===== src/rtl/key_digit_ctrl_pkg.sv =====
`default_nettype none
// ============================================================================
// Module      : key_digit_ctrl_pkg
// Description : Shared key-FSM state encoding and display constants.
// Revision    : 1.0 - initial release
// ============================================================================
package key_digit_ctrl_pkg;

    localparam logic [1:0] ST_IDLE     = 2'd0;
    localparam logic [1:0] ST_DEBOUNCE = 2'd1;
    localparam logic [1:0] ST_HELD     = 2'd2;

    typedef enum logic [1:0] {
        IDLE     = ST_IDLE,
        DEBOUNCE = ST_DEBOUNCE,
        HELD     = ST_HELD
    } key_state_t;

    localparam logic [3:0] KEY_CLEAR  = 4'hF;
    localparam int         NUM_DIGITS = 4;

    // Counter width able to hold 0..n-1, never narrower than one bit.
    function automatic int cnt_width(input int n);
        return (n > 1) ? $clog2(n) : 1;
    endfunction

endpackage
`default_nettype wire


===== src/rtl/key_debounce.sv =====
`default_nettype none
// ============================================================================
// Module      : key_debounce
// Description : Keypad debounce FSM; emits committed code and accept pulse.
// Revision    : 1.0 - initial release
// ============================================================================
module key_debounce
    import key_digit_ctrl_pkg::*;
#(
    parameter int DEB_CYCLES = 1000000
) (
    input  logic       clk,
    input  logic       rst,
    input  logic       key_valid,
    input  logic [3:0] key_code,
    output logic       key_accept,
    output logic [3:0] key_last
);

    localparam int              c_CW   = cnt_width(DEB_CYCLES);
    localparam logic [c_CW-1:0] c_LAST = c_CW'(DEB_CYCLES - 1);
    // The IDLE->DEBOUNCE sample is the first stable one, so the count
    // reaches DEB_CYCLES-1 on the edge that sees it at DEB_CYCLES-2.
    localparam logic [c_CW-1:0] c_PRE  = c_CW'(DEB_CYCLES - 2);

    key_state_t      r_state;
    logic [c_CW-1:0] r_cnt;
    logic [3:0]      r_cand;
    logic            r_accept;
    logic [3:0]      r_last;

    always_ff @(posedge clk) begin
        if (rst) begin
            r_state  <= IDLE;
            r_cnt    <= '0;
            r_cand   <= '0;
            r_accept <= 1'b0;
            r_last   <= '0;
        end else begin
            r_accept <= 1'b0;
            case (r_state)
                IDLE: begin
                    if (key_valid) begin
                        r_state <= DEBOUNCE;
                        r_cnt   <= '0;
                        r_cand  <= key_code;
                    end
                end
                DEBOUNCE: begin
                    if (!key_valid) begin
                        r_state <= IDLE;
                        r_cnt   <= '0;
                    end else if (key_code != r_cand) begin
                        r_cnt  <= '0;
                        r_cand <= key_code;
                    end else if (r_cnt == c_PRE) begin
                        r_state  <= HELD;
                        r_cnt    <= '0;
                        r_accept <= 1'b1;
                        r_last   <= r_cand;
                    end else begin
                        r_cnt <= r_cnt + c_CW'(1);
                    end
                end
                HELD: begin
                    // Release must be continuous; any bounce back restarts it.
                    if (key_valid) begin
                        r_cnt <= '0;
                    end else if (r_cnt == c_LAST) begin
                        r_state <= IDLE;
                        r_cnt   <= '0;
                    end else begin
                        r_cnt <= r_cnt + c_CW'(1);
                    end
                end
                default: begin
                    r_state <= IDLE;
                    r_cnt   <= '0;
                end
            endcase
        end
    end

    assign key_accept = r_accept;
    assign key_last   = r_last;

endmodule
`default_nettype wire


===== src/rtl/key_digit_ctrl.sv =====
`default_nettype none
// ============================================================================
// Module      : key_digit_ctrl
// Description : Debounced keypad entry into a 4-digit buffer with mux refresh.
// Revision    : 1.0 - initial release
// ============================================================================
module key_digit_ctrl
    import key_digit_ctrl_pkg::*;
#(
    parameter int DEB_CYCLES     = 1000000,
    parameter int REFRESH_CYCLES = 100000
) (
    input  logic       clk,
    input  logic       rst,
    input  logic       key_valid,
    input  logic [3:0] key_code,
    output logic [3:0] digit_sel,
    output logic [3:0] digit_val,
    output logic       digit_blank,
    output logic       key_accept,
    output logic [3:0] key_last
);

    localparam int              c_RW       = cnt_width(REFRESH_CYCLES);
    localparam logic [c_RW-1:0] c_REF_LAST = c_RW'(REFRESH_CYCLES - 1);
    localparam logic [2:0]      c_FULL     = 3'(NUM_DIGITS);

    logic            w_accept;
    logic [3:0]      w_code;
    logic [3:0]      r_buf [NUM_DIGITS];
    logic [2:0]      r_count;
    logic [c_RW-1:0] r_ref_cnt;
    logic [1:0]      r_idx;

    key_debounce #(
        .DEB_CYCLES (DEB_CYCLES)
    ) u_debounce (
        .clk        (clk),
        .rst        (rst),
        .key_valid  (key_valid),
        .key_code   (key_code),
        .key_accept (w_accept),
        .key_last   (w_code)
    );

    // Newest entry lives in digit 0; a full buffer drops digit 3.
    always_ff @(posedge clk) begin
        if (rst) begin
            for (int i = 0; i < NUM_DIGITS; i++) r_buf[i] <= '0;
            r_count <= '0;
        end else if (w_accept) begin
            if (w_code == KEY_CLEAR) begin
                for (int i = 0; i < NUM_DIGITS; i++) r_buf[i] <= '0;
                r_count <= '0;
            end else begin
                for (int i = NUM_DIGITS - 1; i > 0; i--) r_buf[i] <= r_buf[i-1];
                r_buf[0] <= w_code;
                if (r_count != c_FULL) r_count <= r_count + 3'd1;
            end
        end
    end

    always_ff @(posedge clk) begin
        if (rst) begin
            r_ref_cnt <= '0;
            r_idx     <= '0;
        end else if (r_ref_cnt == c_REF_LAST) begin
            r_ref_cnt <= '0;
            r_idx     <= r_idx + 2'd1;
        end else begin
            r_ref_cnt <= r_ref_cnt + c_RW'(1);
        end
    end

    always_ff @(posedge clk) begin
        if (rst) begin
            digit_sel   <= 4'b1110;
            digit_val   <= '0;
            digit_blank <= 1'b1;
        end else begin
            digit_sel   <= ~(4'b0001 << r_idx);
            digit_val   <= r_buf[r_idx];
            digit_blank <= ({1'b0, r_idx} >= r_count);
        end
    end

    assign key_accept = w_accept;
    assign key_last   = w_code;

endmodule
`default_nettype wire

===== config.mk =====
export PLATFORM = sky130hd
export DESIGN_NAME = key_digit_ctrl
export DESIGN_NICKNAME = d
export VERILOG_FILES = /design/src/rtl/key_digit_ctrl_pkg.sv /design/src/rtl/key_debounce.sv /design/src/rtl/key_digit_ctrl.sv
export SDC_FILE = /design/constraint.sdc
export NUM_CORES = 1
export LEC_CHECK = 0
export BUFFER_PORTS_ARGS = -buffer_cell sky130_fd_sc_hd__buf_2
export CELL_PAD_IN_SITES_DETAIL_PLACEMENT = 1
export CELL_PAD_IN_SITES_GLOBAL_PLACEMENT = 1
export CORE_MARGIN = 2
export CORE_UTILIZATION = 40
export DETAILED_ROUTE_END_ITERATION = 10
export GPL_ROUTABILITY_DRIVEN = 0
export GPL_TIMING_DRIVEN = 0
export PLACE_DENSITY = 0.81
export SETUP_SLACK_MARGIN = 0.3
export SYNTH_ARGS = -nofsm -noshare
export SYNTH_HDL_FRONTEND = slang
export SYNTH_SLANG_ARGS = --single-unit

===== constraint.sdc =====
create_clock -name clk -period 2.9 [get_ports clk]
set_clock_uncertainty 0.15 [all_clocks]
set_input_delay 0.58 -clock clk [delete_from_list [all_inputs] [get_ports clk]]
set_output_delay 0.58 -clock clk [all_outputs]
set_load 0.01 [all_outputs]

# Word level (Yosys, flattened, before mapping)
# Memories as Yosys holds them, arrays and structs flattened. A register that Yosys moved wholly into a read port is not among the register bits.
# Cells that the tools add are included.
# op_classes
add_sub_neg,4
multipliers,0
div_mod_pow,0
magnitude_cmp,1
n_eq_ne,15
shifts,1
muxes,39
bitwise,12
n_reduce_logical,9
# ops
op,n
two-way mux 20 bit,6
one-hot mux 20 bit (3 select lines),1
two-way mux 4 bit,11
"== test 20 bit, second input constant",2
"adder 20 x 1 -> 20 bit, second input constant",1
"adder 17 x 1 -> 17 bit, second input constant",1
"== test 17 bit, second input constant",1
two-way mux 2 bit,6
two-way mux 1 bit,11
OR 1 bit,8
one-hot mux 4 bit (2 select lines),1
AND reduction 4 bit,2
two-way mux 3 bit,2
"inequality test 2 bit, second input constant",3
"inequality test 3 bit, second input constant",2
one-hot mux 2 bit (3 select lines),1
AND reduction 5 bit,1
"== test 4 bit, second input constant",1
"inequality test 2 x 1 -> 1 bit, second input constant",2
inequality test 4 bit,1
NOT 4 bit,1
nonzero test 2 bit,2
OR reduction 4 bit,1
"<< shifter 1 x 2 -> 4 bit, first input constant",1
other kinds (10),12
# word_totals
reg_bits,58
latchBits,0
mem_bits_rw,16
mem_bits_ro,0
inputBits,7
output_inout_bits,14
word_cells,92
mem_count,1
# mem_list
memory,words,width,rd,rd_ports_with_merged_regs,wr,line,text
r_buf,4,4,4,1,4,key_digit_ctrl.sv:30,logic [3:0] r_buf [NUM_DIGITS];

# Depth between registers and ports, before layout
# Gate-level depths: netlist (run 1).
# depth
ltp_word,7
ltp_mapped,8
depth_no_buf,7

# Modules after synthesis
# A second synthesis (run 1) with hierarchy kept.
# hier_totals
cells_unflattened,392
hier_area_um2,3709.8
# by_module_without_submodules
mod,instances,cells_each,area_each_um2
key_digit_ctrl,1,194,2029.4
key_debounce,1,198,1680.4

# Least setup slack after synthesis (run 1)
# No wires, ideal clock.
# synth_path
path_type,reg-to-reg
from,reg u_debounce.r_cnt[6]
to,reg u_debounce.r_cnt[16]
setup_time_ns,0.117
arrival_time_ns,2.218
t_required_ns,2.633
setup_slack_ns,0.416
path_stages_with_launch,8
n_path_buf,2
cell_sequence,dfxtp_1 > or4_1 > or4_1 > buf_2 > o2111ai_4 > a21oi_4 > buf_6 > a22o_1
# synth_via
elab_chain_len,5
elab_cells_between_ends,9
# synth_lines
element,line,text
"start, declared",key_debounce.sv:27,logic [c_CW-1:0] r_cnt;
"start signal, assigned",key_debounce.sv:62,r_cnt <= r_cnt + c_CW'(1);
"start signal, assigned",key_debounce.sv:73,r_cnt <= r_cnt + c_CW'(1);
adder 20 x 1 -> 20 bit / == test 20 bit (equally long branches),"key_debounce.sv:62, key_debounce.sv:73, key_debounce.sv:56",
two-way mux 20 bit,key_debounce.sv:56,end else if (r_cnt == c_PRE) begin
two-way mux 20 bit,key_debounce.sv:53,end else if (key_code != r_cand) begin
two-way mux 20 bit,key_debounce.sv:50,if (!key_valid) begin
one-hot mux 20 bit (3 select lines) *,key_debounce.sv:41,case (r_state)
# Every way passes the cells marked *; elsewhere a longest branch is shown, timed or not.
# A chain may end at the register's enable or synchronous reset.

# Worst setup path in the final report (run 1)
# layout_path
from,reg u_debounce.r_cnt[6]
to,reg u_debounce.r_cnt[6]
# Same word-level chain as after synthesis.

==> key figures, run 1 <==
Run status
  • Outcome: finished, final reports clean

Layout
  • Final layout net count: 431
  • Area Overhead vs Synth: 16.0%
  • Final Core Density: a little under half
  • # diodes: 0
  • Layout cells sized above 1: about 15%
  • # fillers: roughly 970

Power
  • Combinational share of power: roughly 4.6%
  • Clock share of power: 44.5%
  • Pleak: 0.00154 uW
  • Internal power: around 1700 uW
  • Psw: 488 uW
  • Switching Fraction: between 20% and 30%
  • Sequential share of power: 50.9%
  • Power Dens Cells: 533 nW/um^2
  • VDD IR max: around 0.31 mV

Synthesis
  • Syn avg cell area: 9.65 um^2
  • Total nets after synthesis: between 300 and 400
  • Top_reg_cell synth: dfxtp_1
  • Synth area leaders: dfxtp_1, edfxtp_1, ha_1
  • YS warnings: 0
  • EDFF count, synth: 12
  • Ys async rst share: 0%
  • Share of the yosys chip area belonging to registers: 46.8%
  • Synth cell types: 48
  • Largest area contributor in the netlist: dfxtp_1
  • Post-synthesis sequential element count: a little under 80
  • Mapped Cells: 372
  • Synth top area share: 36.8%
  • Mapped Area: about 3600 um^2

Critical path
  • Critical Path Stages: 8
  • Req. time, crit path: slightly below 3000 ps
  • FF-to-FF path depth: 8
  • Worst path bufs/invs: 2
  • CP Class: flop to flop
  • Crit-path max FO: 5
  • CP top delay family: simple AND/OR/NAND/NOR gates
  • CP max stage cell: or4_4
  • Worst path arrival time: 2680 ps
  • Type of origin of the critical path: flop
  • Crit end category: flop
  • Worst path cell trace: or4_1 -> or4_4 -> buf_6 -> o2111ai_4 -> nand2_2 -> nand2b_4 -> buf_4 -> o311ai_1
  • CP peak stage delay: approximately 550 ps

Routing
  • Via count: between 2k and 3k
  • WL per Instance: around 16 um
  • Total length of routed wires: roughly 8400 um
  • ANT nets after route: 0
  • Post-route DRC: 0
  • First DRT Iteration DRCs: 105
  • Drt via density: approximately 5.4
  • Drt first pass iters: 4

STA
  • Fin. Hold Viols: 0
  • Highest clock rate: around 0.38 GHz
  • Setup TNS: 0 ps
  • Setup ws final: roughly 300 ps
  • Final setup fails: 0
  • Worst-margin pin slew: around 800 ps
  • RSZ-0062 raised after global routing: yes
  • Max-slew headroom: between 40 and 50%
  • Pins over their slew limit: 0
  • Min Tclk post-route: 2600 ps
  • Final Cycle Share: 89.7%

Placed design
  • # port buffers: 20
  • Worst slack at placement: a little over 90 ps
  • HPWL Detailed: slightly below 6000 um

Clocking
  • Clk Latency, worst-skew pair: 360 ps
  • Clock slew at reported path FFs: ~80 ps
  • CTS Root Buffer Type: clkbuf_8
  • Total CTS buffers: 9
  • CTS tree: done
  • Sink Count: just under 80
  • Clk buf depth: 2
  • Hold-fix buffers, CTS: 0
  • H-tree levels: 3

Floorplanning
  • Core footprint: 8720 um^2
  • Standard-cell rows: 34
  • Initial Util: 41.2%
  • Top Ports: 21
  • Die height: around 99 um
  • Die area: about 10000 um^2
  • Die Wd: roughly 100 um

Global routing
  • Global-route wire length before repair: 14700 um
  • Initial antenna violation count: 0
  • Total grt overflow: 0
  • Largest net degree at the start of global routing: 14
  • Total GRT Usage: between 10% and 20%
  • Vias in the first global route: between 2k and 3k

Run
  • Max Cap Viol: 0

Min path
  • Worst Hold Path Cells: 1
  • Min-Delay Path Class: flop to flop
[cells in the final DEF (no fill, tap or decap), types with 2 or more instances in the layout]
master	count
ha_1	14
nand3_1	29
or2_2	5
inv_1	13
dfxtp_2	2
edfxtp_1	12
dfxtp_1	63
a21o_1	2
nand4_1	6
buf_4	5
a211oi_1	5
o21ai_1	8
or4_1	2
xnor2_1	8
nor4b_1	2
nor2_1	46
buf_1	2
a21oi_1	13
buf_6	4
clkbuf_8	9
o311ai_1	7
nand4b_1	2
mux2i_1	11
nand2_1	29
mux4_2	4
buf_2	20
and3_1	6
and2_1	13
nor2b_1	5
nand2b_1	8
xor2_1	18
clkbuf_1	9
a22o_1	4
nor3_1	3
bufinv_16	3
[synth_stat cells, types with 3 or more instances]
library cell and n:
and3_1 6, ha_1 14, dfxtp_1 66, nor2_1 46, xnor2_1 8, or2_2 5
nor3_1 3, a22o_1 4, xor2_1 18, mux2i_1 11, clkbuf_1 8, a21oi_1 13
o21ai_1 6, nand2_1 30, nand2b_1 9, a211oi_1 5, edfxtp_1 12, mux4_2 4
nand4_1 6, o311ai_1 7, nand3_1 29, or4_1 3, nor2b_1 5, and2_1 13
inv_1 13
[kinds of logic after synthesis]
group,share of synthesized area [%]
XOR/XNOR,6.34
adder cells (fa/ha/maj),4.88
AO/OA/AOI/OAI,9.86
multiplexers,5.58
buffers and inverters,3.07
flip-flops,46.8
AND/OR/NAND/NOR,23.4
[stage by stage]
| step | hold WS, ps | total power [uW] | instances | area, um^2 |
|---|---|---|---|---|
| floorplan | 268 | 1220 | 372 | 3590 |
| global placement | 279 | 1250 | 500 | 3820 |
| detailed placement | 302 | 1260 | 500 | 3820 |
| CTS | 317 | 2250 | 523 | 4160 |
| global route | 342 | 2320 | 523 | 4160 |
| finish | 309 | 2220 | 523 | 4160 |
[metal layers]
layer | share of wire [%] | track usage [%] | vias up
met2 | 50 | 31.9 | 37
met3 | 2.8 | 4.18 | 16
met1 | 45 | 24.0 | 1376
li1 | - | - | 1371
met5 | 0 | 0 | -
met4 | 1.8 | 6.64 | 0
[state kept, by name, summed over array words and instances, names as in the netlist]
name                   count
digit_val                  4
u_debounce.key_last        4
r_ref_cnt                 17
digit_blank                1
u_debounce.key_accept      1
r_count                    3
r_idx                      2
u_debounce.r_state         2
u_debounce.r_cnt          20
digit_sel                  4
r_buf                     16
u_debounce.r_cand          4
[worst reg2reg max path, stage by stage, from the launching register on]
cell and delay (ps):
dfxtp_4 350, or4_1 500, or4_4 550, buf_6 160, o2111ai_4 280, nand2_2 140, nand2b_4 120, buf_4 150
o311ai_1 80
[final timing paths]
kind,slack [ps],to,from
worst max-delay path,300,u_debounce.r_cnt[6],u_debounce.r_cnt[6]
worst min-delay path,310,r_ref_cnt[0],r_ref_cnt[0]
worst max register to register,300,u_debounce.r_cnt[6],u_debounce.r_cnt[6]
worst min register to register,310,r_ref_cnt[0],r_ref_cnt[0]
[power by group through the flow]
| stage | sequential [uW] | combinational, uW | clock [uW] |
|---|---|---|---|
| 2_1_floorplan | 1150 | 68.0 | 0 |
| 3_3_place_gp | 1150 | 95.8 | 0 |
| 3_5_place_dp | 1160 | 101 | 0 |
| 4_1_cts | 1130 | 102 | 1010 |
| 5_1_grt | 1130 | 114 | 1070 |
| 6_report | 1130 | 101 | 988 |
[area by class of cell]
type                    instances  area [um^2]  area share (%)
multi-input cells             268         1810            43.5
flip-flops and latches         78         1690            40.5
repair buffers                 27          169            4.06
well taps                     108          135            3.25
clock buffers                  11          131            3.16
clock inverters                 5          106            2.55
plain buffers                  13         72.6            1.74
inverters                      13         48.8            1.17
[timing repair]
item	CTS	global route
pin swaps	4	1
gates resized for setup	12	5
gates cloned	2	0
setup endpoints to repair	20	31
buffers inserted	5	0
No activity file was read; power rests on OpenSTA's default activity.
==> inputs of run 2 (changes only) <==
--- a/config.mk
+++ b/config.mk
@@ -6,14 +6,14 @@
 export NUM_CORES = 1
 export LEC_CHECK = 0
 export BUFFER_PORTS_ARGS = -buffer_cell sky130_fd_sc_hd__buf_2
-export CELL_PAD_IN_SITES_DETAIL_PLACEMENT = 1
-export CELL_PAD_IN_SITES_GLOBAL_PLACEMENT = 1
+export CELL_PAD_IN_SITES_DETAIL_PLACEMENT = 0
+export CELL_PAD_IN_SITES_GLOBAL_PLACEMENT = 2
 export CORE_MARGIN = 2
-export CORE_UTILIZATION = 40
+export CORE_UTILIZATION = 39
 export DETAILED_ROUTE_END_ITERATION = 10
 export GPL_ROUTABILITY_DRIVEN = 0
 export GPL_TIMING_DRIVEN = 0
-export PLACE_DENSITY = 0.81
+export PLACE_DENSITY_LB_ADDON = 0.15
 export SETUP_SLACK_MARGIN = 0.3
 export SYNTH_ARGS = -nofsm -noshare
 export SYNTH_HDL_FRONTEND = slang
==> key figures, run 2 (same netlist as run 1, synthesis figures left out) <==
Critical path
  • Critical Path Stages: 7
  • CP startpoint: u_debounce.r_cnt[8]
  • Crit-path max FO: 6
  • Worst path arrival time: around 2700 ps
  • Reg2Reg Launch Point: u_debounce.r_cnt[8]
  • Critical Path Most Common Cell: buf_6
  • CP Class: flop to flop
  • Worst setup endpoint: u_debounce.r_cnt[16]
  • FF-to-FF path depth: 7
  • Worst R2R End: u_debounce.r_cnt[16]
  • CP max stage cell: or4_4
  • Worst path cell trace: or4b_1 -> or4_4 -> buf_6 -> o2111ai_4 -> a21oi_4 -> buf_6 -> a22o_1
  • Crit end category: flop
  • Req. time, crit path: 2990 ps
  • R2R Setup Slk: just over 300 ps
  • Worst path bufs/invs: 2
  • CP peak stage delay: 560 ps
  • Type of origin of the critical path: flop
  • CP top delay family: simple AND/OR/NAND/NOR gates

Power
  • VDD IR max: between 0.2 and 0.25 mV
  • Power Dens Cells: roughly 500 nW/um^2
  • Pleak: 0.00153 uW

Run status
  • Outcome: finished, final reports clean

STA
  • Max-slew headroom: 45.4%
  • Setup ws final: 312 ps
  • Final setup fails: 0
  • Pins over their slew limit: 0
  • Setup TNS: 0 ps
  • Hold slack: slightly above 300 ps
  • Highest clock rate: about 0.39 GHz
  • Final Cycle Share: around nine tenths
  • RSZ-0062 raised after global routing: yes
  • Fin. Hold Viols: 0
  • Worst-margin pin slew: 814 ps
  • Min Tclk post-route: around 2600 ps

Clocking
  • Clk buf depth: 2
  • CTS Root Buffer Type: clkbuf_8
  • Sink Count: around 80
  • CTS tree: done
  • Clk Latency, worst-skew pair: about 350 ps
  • H-tree levels: 3
  • Hold-fix buffers, CTS: 0
  • Clock slew at reported path FFs: 90 ps
  • Total CTS buffers: 9

Global routing
  • Initial antenna violation count: 0
  • Total GRT Usage: between 10% and 20%
  • Vias in the first global route: around 2.6k
  • Global-route wire length before repair: 13000 um
  • Largest net degree at the start of global routing: 15
  • Total grt overflow: 0

Placed design
  • Dpl cells: 503
  • Worst slack at placement: ~75 ps
  • HPWL Detailed: approximately 5200 um
  • # port buffers: 20

Routing
  • ANT nets after route: 0
  • Drt via density: ~5
  • WL per Instance: ~15 um
  • Via count: between 2k and 3k
  • Post-route DRC: 0
  • First DRT Iteration DRCs: 70
  • Total length of routed wires: just under 8000 um
  • Drt first pass iters: 4

Layout
  • Largest register FFs: 20
  • Most frequent cells in the layout: dfxtp_1, nor2_1, nand2_1, nand3_1, buf_2
  • Final Core Density: about 46%
  • Area Overhead vs Synth: 15.8%
  • Register area: 1690 um^2
  • Area of the multi-input gates: 1830 um^2
  • # fillers: about 880
  • Non-filler instance count after layout: between 500 and 600
  • # diodes: 0
  • Layout cells sized above 1: about 17%
  • Final layout net count: between 400 and 500
  • Largest register by flop count: u_debounce.r_cnt
  • Top Registers: u_debounce.r_cnt: 20 flops, r_ref_cnt: 17 flops, r_buf: 16 flops
  • Commonest non-fill, non-tap cell in the layout: dfxtp_1

Floorplanning
  • Die height: 99.9 um
  • Die area: 9990 um^2
  • Initial Util: 39.6%
  • Die Wd: roughly 100 um
  • Standard-cell rows: 35
  • Top Ports: 21
  • Core footprint: 9060 um^2

Run
  • Max Cap Viol: 0

Min path
  • Worst Hold Path Cells: 1
  • Min-Delay Path Class: flop to flop
-- run 2: what timing repair did --
action                     4_1_cts  5_1_grt
gates cloned                     2        0
setup buffers                    5        1
resized for setup               16        8
pin swaps                        4        2
setup endpoints to repair       34       32
hold endpoints to repair         0        0
-- run 2: stage by stage --
| stage | instance area [um^2] | total power, uW |
|---|---|---|
| final | 4160 | 2060 |
| after global routing | 4160 | 2160 |
| after CTS | 4130 | 2080 |
| after detailed placement | 3830 | 1250 |
| after global placement | 3830 | 1250 |
| after floorplan | 3590 | 1220 |
-- run 2: worst min-delay path by stage --
stage | startpoint | end | slack (ps)
final | r_ref_cnt[0] | r_ref_cnt[0] | 310
after floorplan | r_ref_cnt[0] | r_ref_cnt[0] | 270
after global routing | r_ref_cnt[0] | r_ref_cnt[0] | 340
after global placement | r_ref_cnt[0] | r_ref_cnt[0] | 280
after CTS | r_ref_cnt[0] | r_ref_cnt[0] | 310
after detailed placement | r_ref_cnt[0] | r_ref_cnt[0] | 290
-- run 2: layout make-up --
class | count | share of cell area [%]
buffer | 13 | 1.75
clock buffer | 10 | 3.07
sequential | 78 | 40.8
clock inverter | 6 | 1.63
timing repair buffer | 28 | 4.25
inverter | 13 | 1.17
multi-input combinational | 268 | 44.0
tap | 111 | 3.34
-- run 2: routing by layer --
metal | global-route usage (%) | up-vias | share of wire (%)
li1 | - | 1377 | -
met1 | 24.2 | 1263 | 52
met2 | 24.3 | 31 | 44
met3 | 2.51 | 8 | 2.4
met4 | 6.95 | 0 | 1.5
met5 | 0 | - | 0
-- run 2: where the power goes --
part / switching [uW] / internal, uW
Sequential: 12.5 / 1120
Combinational: 60.7 / 38.9
Clock: 430 / 405
